## src/rtl/iter_div_unit_if.sv

```systemverilog
// Handshake/data bundle between the issue side and the iterative divider.
//   in_valid/in_ready  : operand handshake (op, src1, src2)
//   out_valid/out_ready: result handshake (result)
// Modports: master = issuing pipeline stage, slave = divider.
interface iter_div_unit_if #(
  parameter int unsigned DATA_LEN = 32
);
  logic                in_valid;
  logic                in_ready;
  logic [1:0]          op;
  logic [DATA_LEN-1:0] src1;
  logic [DATA_LEN-1:0] src2;
  logic                out_valid;
  logic                out_ready;
  logic [DATA_LEN-1:0] result;

  modport master (
    output in_valid, op, src1, src2, out_ready,
    input  in_ready, out_valid, result
  );

  modport slave (
    input  in_valid, op, src1, src2, out_ready,
    output in_ready, out_valid, result
  );
endinterface

```

## src/rtl/iter_div_unit.sv

```systemverilog
// Iterative radix-2 restoring divider for RISC-V DIV/DIVU/REM/REMU.
// Ports:
//   clk, rst_n : clock, synchronous active-low reset
//   flush      : kill in-flight operation, return to IDLE
//   busy       : state != IDLE
//   bus        : iter_div_unit_if.slave (op/src1/src2 in, result out, valid/ready)
// op: 00 DIV, 01 DIVU, 10 REM, 11 REMU.
// Latency: DATA_LEN shift/subtract cycles plus one sign-fix cycle into DONE.
// Optional macro DIV_EARLY_OUT_EN: divide-by-zero and signed overflow skip
// CALC and go straight to DONE one cycle after accept.
module iter_div_unit #(
  parameter int unsigned DATA_LEN = 32,
  parameter int unsigned CNT_LEN  = $clog2(DATA_LEN) + 1
) (
  input  logic             clk,
  input  logic             rst_n,
  input  logic             flush,
  output logic             busy,
  iter_div_unit_if.slave   bus
);

  typedef enum logic [1:0] {IDLE, CALC, DONE} state_e;

  state_e              state_q, state_d;
  logic [1:0]          op_q, op_d;
  logic                dvd_neg_q, dvd_neg_d;  // dividend negative (signed ops)
  logic                q_neg_q, q_neg_d;      // operand signs differ (signed ops)
  logic                div0_q, div0_d;
  logic                ovf_q, ovf_d;
  logic [DATA_LEN-1:0] dvd_q, dvd_d;          // dividend, quotient shifts in at LSB
  logic [DATA_LEN-1:0] dvs_q, dvs_d;
  logic [DATA_LEN-1:0] rem_q, rem_d;
  logic [CNT_LEN-1:0]  cnt_q, cnt_d;
  logic [DATA_LEN-1:0] result_q, result_d;

  // Per-cycle datapath and accept-time decode
  logic [DATA_LEN:0]   rem_sh;
  logic [DATA_LEN-1:0] rem_sub;
  logic                rem_ge;
  logic [DATA_LEN-1:0] q_fix, r_fix;
  logic                in_signed, in_neg1, in_neg2, in_div0, in_ovf;
  logic [DATA_LEN-1:0] min_neg;

  assign min_neg = {1'b1, {(DATA_LEN-1){1'b0}}};

  assign bus.in_ready  = (state_q == IDLE);
  assign bus.out_valid = (state_q == DONE);
  assign bus.result    = result_q;
  assign busy          = (state_q != IDLE);

  // Next-state and datapath
  always_comb begin
    state_d   = state_q;
    op_d      = op_q;
    dvd_neg_d = dvd_neg_q;
    q_neg_d   = q_neg_q;
    div0_d    = div0_q;
    ovf_d     = ovf_q;
    dvd_d     = dvd_q;
    dvs_d     = dvs_q;
    rem_d     = rem_q;
    cnt_d     = cnt_q;
    result_d  = result_q;

    // Remainder is always < divisor, so the subtraction fits in DATA_LEN bits.
    rem_sh  = {rem_q, dvd_q[DATA_LEN-1]};
    rem_sub = rem_sh[DATA_LEN-1:0] - dvs_q;
    rem_ge  = (rem_sh >= {1'b0, dvs_q});

    // Sign fix; restoring division by zero naturally leaves |src1| in rem,
    // so the dividend-sign fix recovers the original src1 bit pattern.
    q_fix = (!op_q[0] && q_neg_q)   ? DATA_LEN'(-dvd_q) : dvd_q;
    r_fix = (!op_q[0] && dvd_neg_q) ? DATA_LEN'(-rem_q) : rem_q;
    if (div0_q) begin
      q_fix = '1;
    end else if (ovf_q) begin
      q_fix = min_neg;
      r_fix = '0;
    end

    in_signed = !bus.op[0];
    in_neg1   = in_signed && bus.src1[DATA_LEN-1];
    in_neg2   = in_signed && bus.src2[DATA_LEN-1];
    in_div0   = (bus.src2 == '0);
    in_ovf    = in_signed && (bus.src1 == min_neg) && (bus.src2 == '1);

    if (flush) begin
      state_d = IDLE;
    end else begin
      case (state_q)
        IDLE: begin
          if (bus.in_valid) begin
            op_d      = bus.op;
            dvd_neg_d = in_neg1;
            q_neg_d   = in_neg1 ^ in_neg2;
            div0_d    = in_div0;
            ovf_d     = in_ovf;
            // Most-negative value negates to itself: read as unsigned magnitude.
            dvd_d     = in_neg1 ? DATA_LEN'(-bus.src1) : bus.src1;
            dvs_d     = in_neg2 ? DATA_LEN'(-bus.src2) : bus.src2;
            rem_d     = '0;
            cnt_d     = CNT_LEN'(DATA_LEN);
            state_d   = CALC;
`ifdef DIV_EARLY_OUT_EN
            if (in_div0) begin
              result_d = bus.op[1] ? bus.src1 : '1;
              state_d  = DONE;
            end else if (in_ovf) begin
              result_d = bus.op[1] ? '0 : bus.src1;
              state_d  = DONE;
            end
`endif
          end
        end
        CALC: begin
          if (cnt_q != '0) begin
            rem_d = rem_ge ? rem_sub : rem_sh[DATA_LEN-1:0];
            dvd_d = {dvd_q[DATA_LEN-2:0], rem_ge};
            cnt_d = cnt_q - CNT_LEN'(1);
          end else begin
            result_d = op_q[1] ? r_fix : q_fix;
            state_d  = DONE;
          end
        end
        DONE: begin
          if (bus.out_ready) begin
            state_d = IDLE;
          end
        end
        default: state_d = IDLE;
      endcase
    end
  end

  // State registers
  always_ff @(posedge clk) begin
    if (!rst_n) begin
      state_q   <= IDLE;
      op_q      <= '0;
      dvd_neg_q <= 1'b0;
      q_neg_q   <= 1'b0;
      div0_q    <= 1'b0;
      ovf_q     <= 1'b0;
      dvd_q     <= '0;
      dvs_q     <= '0;
      rem_q     <= '0;
      cnt_q     <= '0;
      result_q  <= '0;
    end else begin
      state_q   <= state_d;
      op_q      <= op_d;
      dvd_neg_q <= dvd_neg_d;
      q_neg_q   <= q_neg_d;
      div0_q    <= div0_d;
      ovf_q     <= ovf_d;
      dvd_q     <= dvd_d;
      dvs_q     <= dvs_d;
      rem_q     <= rem_d;
      cnt_q     <= cnt_d;
      result_q  <= result_d;
    end
  end

endmodule

```

## src/flat_wrapper.sv

```systemverilog
// flat-port wrapper written by rule: the top's interface ports become plain ports
module iter_div_unit_flat 
#(
  parameter int unsigned DATA_LEN = 32,
  parameter int unsigned CNT_LEN  = $clog2(DATA_LEN) + 1
)
  (clk, rst_n, flush, busy, bus_in_valid, bus_op, bus_src1, bus_src2, bus_out_ready, bus_in_ready, bus_out_valid, bus_result);
  iter_div_unit_if #(.DATA_LEN(DATA_LEN)) bus_i ();
  input  logic clk;
  input  logic rst_n;
  input  logic flush;
  output logic busy;
  input wire logic [$bits(bus_i.in_valid)-1:0] bus_in_valid;
  input wire logic [$bits(bus_i.op)-1:0] bus_op;
  input wire logic [$bits(bus_i.src1)-1:0] bus_src1;
  input wire logic [$bits(bus_i.src2)-1:0] bus_src2;
  input wire logic [$bits(bus_i.out_ready)-1:0] bus_out_ready;
  output wire logic [$bits(bus_i.in_ready)-1:0] bus_in_ready;
  output wire logic [$bits(bus_i.out_valid)-1:0] bus_out_valid;
  output wire logic [$bits(bus_i.result)-1:0] bus_result;
  assign bus_i.in_valid = bus_in_valid;
  assign bus_i.op = bus_op;
  assign bus_i.src1 = bus_src1;
  assign bus_i.src2 = bus_src2;
  assign bus_i.out_ready = bus_out_ready;
  assign bus_in_ready = bus_i.in_ready;
  assign bus_out_valid = bus_i.out_valid;
  assign bus_result = bus_i.result;
  iter_div_unit #(.DATA_LEN(DATA_LEN), .CNT_LEN(CNT_LEN)) u_core (.clk(clk), .rst_n(rst_n), .flush(flush), .busy(busy), .bus(bus_i));
endmodule
```

## config.mk

```make
export PLATFORM = sky130hd
export DESIGN_NAME = iter_div_unit_flat
export DESIGN_NICKNAME = d
export VERILOG_FILES = /design/src/rtl/iter_div_unit_if.sv /design/src/rtl/iter_div_unit.sv /design/src/flat_wrapper.sv
export SDC_FILE = /design/constraint.sdc
export NUM_CORES = 1
export LEC_CHECK = 0
export CORE_MARGIN = 2
export CORE_UTILIZATION = 53
export DETAILED_ROUTE_END_ITERATION = 10
export PLACE_DENSITY = 0.78
export SETUP_SLACK_MARGIN = 0.02
export SYNTH_ARGS = -nofsm -noshare
export SYNTH_HDL_FRONTEND = slang
export SYNTH_SLANG_ARGS = --single-unit
```

## constraint.sdc

```tcl
create_clock -name clk -period 3 [get_ports clk]
set_clock_uncertainty 0.2 [all_clocks]
set_input_delay 0.6 -clock clk [delete_from_list [all_inputs] [get_ports clk]]
set_output_delay 0.6 -clock clk [all_outputs]
set_load 0.03 [all_outputs]
```

### Word-level counts from Yosys, hierarchy flattened

Cells that the tools add are included.
W data, S select, Z words.

* register bits after elaboration: 142
* output and inout bits: 35
* bits of input ports: 71
* logic and storage cells: 71

* muxes and demuxes: 23
* reductions and logical operators: 18
* order comparisons: 1
* bitwise gates (word level): 4
* equality and inequality tests: 8
* $add $sub $neg: 6

Operator list (count)
* $mux W32: 14
* $neg A32 Y32: 4
* $pmux W32 S2: 2
* $eq A32 B32 Y1 const B: 2
* $ge A33 B32 Y1: 1
* $logic_not A32 Y1: 1
* $sub A32 B32 Y32: 1
* $mux W6: 2
* $pmux W6 S2: 1
* $reduce_and A3 Y1: 3
* $logic_and A1 B1 Y1: 6
* $mux W2: 3
* $ne A2 B2 Y1 const B: 3
* $pmux W2 S3: 1
* $reduce_bool A6 Y1: 1
* $sub A6 B1 Y6 const B: 1
* $reduce_and A4 Y1: 1
* $reduce_bool A2 Y1: 2
* $not A1 Y1: 3
* $eq A2 B1 Y1 const B: 1
* $eq A2 B2 Y1 const B: 1
* $logic_not A1 Y1: 2
* $logic_not A2 Y1: 1
* $ne A2 B1 Y1 const B: 1
* other kinds (2): 2

### Logic depth before layout (Yosys ltp)

* depth in word-level cells: 6
* depth in mapped cells: 13
* gate-level depth less buffers: 12

### Worst setup path after synthesis

OpenSTA, ideal clock, no wires.

* kind: register to register
* start point: reg u_core.rem_q[11]
* end point: reg u_core.rem_q[10]
* arrival time: 2.775 ns
* stages on the path, launching flop included: 12
* setup time: 0.087 ns
* slack: -0.062 ns
* path buffers: 2
* required time: 2.713 ns
* path through: dfxtp_1 -> ha_1 -> clkbuf_1 -> a21oi_1 -> o21ai_1 -> a311o_1 -> a311oi_1 -> a21oi_1 -> a221oi_2 -> buf_2 -> a32oi_1 -> o31ai_1

* word-level cells in the longest chain between the ends: 4

RTL lines
* start, declared: line iter_div_unit.sv:32 `logic [DATA_LEN-1:0] rem_q, rem_d;`
* start signal, assigned: line iter_div_unit.sv:158 `rem_q <= rem_d;`
* $ge A33 B32 Y1: line iter_div_unit.sv:68 `rem_ge = (rem_sh >= {1'b0, dvs_q});`
* $mux W32: line iter_div_unit.sv:117 `rem_d = rem_ge ? rem_sub : rem_sh[DATA_LEN-1:0];`
* $mux W32: line iter_div_unit.sv:116 `if (cnt_q != '0) begin`
* $pmux W32 S2: line iter_div_unit.sv:90 `case (state_q)`

No other way between the ends. The select of a mux whose other input is x is not followed.
A chain may end at the register's enable or synchronous reset.

### Worst setup path in the final report

* start point: reg u_core.rem_q[9]
* end point: reg u_core.dvd_q[0]

* word-level cells in the longest chain between the ends: 3

RTL lines
* $ge A33 B32 Y1: line iter_div_unit.sv:68
* $mux W32: line iter_div_unit.sv:116
* $pmux W32 S2: line iter_div_unit.sv:90
* end signal, assigned: line iter_div_unit.sv:156 `dvd_q <= dvd_d;`
* end, declared: line iter_div_unit.sv:30 `logic [DATA_LEN-1:0] dvd_q, dvd_d;`

No other way between the ends. The select of a mux whose other input is x is not followed.

==> flow_summary.yaml <==
timing:
  max_freq_mhz: 333
  post-route-period-util_pct: 100
  whs_ns: 0.263
  slew_headroom_pct: 34.1
  hold_violations: 0
  finalSetupViolCount: 0
  grt_setup_unrepaired: "true"
  worst_slack_ns: 0.0000580
  fin_tns_setup_ns: 0
  period_minus_slack_ns: 3.00
  worst_pin_slew_ns: 0.988
  slew_violations: 0
grt:
  grt_pass1_vias: 10400
  grt_overflow: 0
  antenna_found_initial: 0
  grt_pass1_wl_um: 53400
  grt_max_degree: 58
  grtUsageTotal_pct: 32.5
critical_path:
  cp_max_fo: 6
  worstPathRequired_ns: 3.10
  crit_path_end_kind: "flip-flop"
  path_class: "flip-flop to flip-flop"
  slowest_delay_ns: 0.46
  reg2reg_depth: 9
  startpoint_type: "flip-flop"
  r2r-end: "u_core.dvd_q[0]"
  cp_slowest_cell: "a221o_2"
  r2r_start: "u_core.rem_q[9]"
  arrival_ns: 3.10
  crit_chain: "ha_4 -> a21oi_2 -> o21ai_2 -> a311o_1 -> a311oi_2 -> a21oi_2 -> a221o_2 -> a222oi_1 -> nor2_1"
  cpMostUsedCell: "a21oi_2"
  r2r_slack_ns: 0.00006
placed_design:
  dp_slack_ns: -0.284
  globalplace.congestion: 0.961
  dp.cells: 1866
  io_buffers: 105
  hpwl_um: 25800
die:
  coreArea_um2: 19300
  fp.dieH_um: 144
  die_area_um2: 20600
  io_pins: 106
  core.rowCount: 51
  die_width_um: 144
  start_util_pct: 53.6
power:
  swShare_pct: 32.5
  ir_drop_uv: 416
  power_frac_clock_pct: 37.0
  powerDensity_nw_per_um2: 432
  intPower_uw: 4000
  p_comb_share_pct: 28.1
  seq_power_share_pct: 34.9
  netSwitchingPower_uw: 1930
  p_leak_uw: 0.00564
clock_tree:
  cts-root-buf: "clkbuf_16"
  postCtsHoldBufs: 0
  cts_tree: "built"
  htree_levels: 4
  clkTransAtPathRegs_ns: 0.07
  clock_sink_count: 142
  numCtsBuffers: 17
  cts_buffer_depth: 2
  worstSkewPairLatency_ns: 0.44
layout:
  mostFrequentLayoutCell: "buf_4"
  multi_input_area_um2: 7180
  drive_gt1_share_pct: 17.9
  final_util_pct: 71.3
  layout_common_cells: "buf_4, a21oi_1, dfxtp_1, o21ai_0, nor2_1"
  seq_area_um2: 2850
  area_growth_pct: 33.1
  antenna_cells: 0
  n_fill_cell: 1589
  fin_nets: 1740
  instances_no_fill: 1907
synth:
  yosysSeqAreaShare_pct: 27.5
  synth_top_family_by_area: "compound AO/OA/AOI/OAI gates"
  netlist_area_um2: 10300
  postSynthCellCount: 1403
  yosys.area_share.xor_xnor_pct: 12.5
  synthDistinctLibCells: 77
  synth_ff_type: "dfxtp_1"
  synth_compound_area_share_pct: 27.1
  synth_warnings: 0
  synth_fa_ha_area_share_pct: 4.92
  syn_area_per_cell_um2: 7.36
  synthMuxAreaShare_pct: 0
  synth_edf_count: 0
  synthArstFlopShare_pct: 0
  synthSimpleGateAreaFrac_pct: 22.2
  synth_nets: 1514
  ys_ff_latch: 142
hold_path:
  holdPathEnd: "u_core.dvs_q[21]"
  min_from: "u_core.dvs_q[21]"
  hold_depth: 2
  hp-class: "flip-flop to flip-flop"
job:
  cap_violations: 0
outcome:
  status: "completed"
route:
  drt-total-wl_um: 33900
  postRouteAntennaNets: 0
  dr.pass1.iters: 8
  first_iter_violations: 1068
  via_count: 11300
  wl_per_cell_um: 17.8
  avgViaCountPerCell: 5.95
  drc: 0
-- area by class of cell --
class                   count  area share [%]
repair buffers            299            18.5
well taps                 265            2.41
flip-flops and latches    142            20.7
inverters                  63            1.72
multi-input cells        1106            52.2
clock buffers              20            3.32
clock inverters            12            1.08
-- cell families (layout without fill, tap and decap cells) --
logic type | Yosys count | count (layout)
AO/OA/AOI/OAI | 458 | 458
adder cells (fa/ha/maj) | 40 | 40
flip-flops | 142 | 142
AND/OR/NAND/NOR | 460 | 460
XOR/XNOR | 148 | 148
buffers and inverters | 155 | 394
-- cells in the mapped netlist, types with 11 or more instances --
cell | count | share of area (%)
or3_1 | 11 | 0.67
dfxtp_1 | 142 | 28
a21o_1 | 12 | 0.87
a211oi_1 | 38 | 2.8
xor2_1 | 59 | 5.0
o41ai_1 | 13 | 1.1
a32oi_1 | 12 | 1.0
o31ai_1 | 22 | 1.6
nand2_1 | 111 | 4.0
a31oi_1 | 28 | 1.7
nor4_1 | 21 | 1.3
xnor2_1 | 89 | 7.5
nor3_1 | 18 | 0.87
ha_1 | 39 | 4.7
nor2b_1 | 16 | 0.97
o21ai_0 | 124 | 6.0
nand3_1 | 83 | 4.0
nor2_1 | 117 | 4.3
nand2b_1 | 18 | 1.1
nand4_1 | 19 | 1.2
clkbuf_1 | 85 | 3.1
inv_1 | 63 | 2.3
a21oi_1 | 157 | 7.6
-- metrics by stage --
stage          total power [uW]  area, um^2
2_1_floorplan              3030       10400
3_3_place_gp               3650       12800
3_5_place_dp               3680       12800
4_1_cts                    5850       13500
5_1_grt                    6150       13700
6_report                   5930       13700
-- worst max-delay path, delay by kind of cell (launching register included) --
kind,cells,cell delay [ns]
and+or+nand+nor,1,0.10
AOI/OAI and AO/OA,7,1.96
DFF,1,0.39
adders and majority gates,1,0.22
-- worst max path at each step --
stage	to	cells after the start	slack, ns	from
after CTS	u_core.rem_q[16]	13	0.03	u_core.dvd_q[31]
final	u_core.dvd_q[0]	9	0.00006	u_core.rem_q[9]
after detailed placement	u_core.dvd_q[22]	9	-0.28	bus_src1[4]
after floorplan	u_core.rem_q[17]	12	0.02	u_core.rem_q[11]
after global placement	u_core.dvd_q[30]	9	-0.18	bus_src1[4]
after global routing	u_core.dvd_q[0]	9	-0.08	u_core.rem_q[9]
-- registers in the layout, indices dropped and copies added, names as in the netlist, 2 cells and up --
name / count
u_core.dvd_q: 32
u_core.cnt_q: 6
u_core.dvs_q: 32
u_core.op_q: 2
u_core.bus.result: 32
u_core.state_q: 2
u_core.rem_q: 32
-- timing repair --
item                                    4_1_cts  5_1_grt
resized for setup                            10       49
buffers inserted                              4        5
endpoints found under the setup margin       31       50
pin swaps                                     4       14
-- power by group through the flow --
stage	clock (uW)	sequential (uW)	combinational [uW]
2_1_floorplan	0	2120	908
3_3_place_gp	0	2100	1550
3_5_place_dp	0	2100	1570
4_1_cts	2190	2060	1590
5_1_grt	2270	2080	1800
6_report	2200	2070	1670
-- routing by layer --
layer  wire (um)  vias to the layer above  GRT usage, %
met5           0                        -             0
met4         844                        0          9.39
met3        2630                       63          6.13
met2       15200                      503          50.1
met1       15300                     5254          46.3
li1            -                     5521             -
Power figures use the tool's default switching activity.
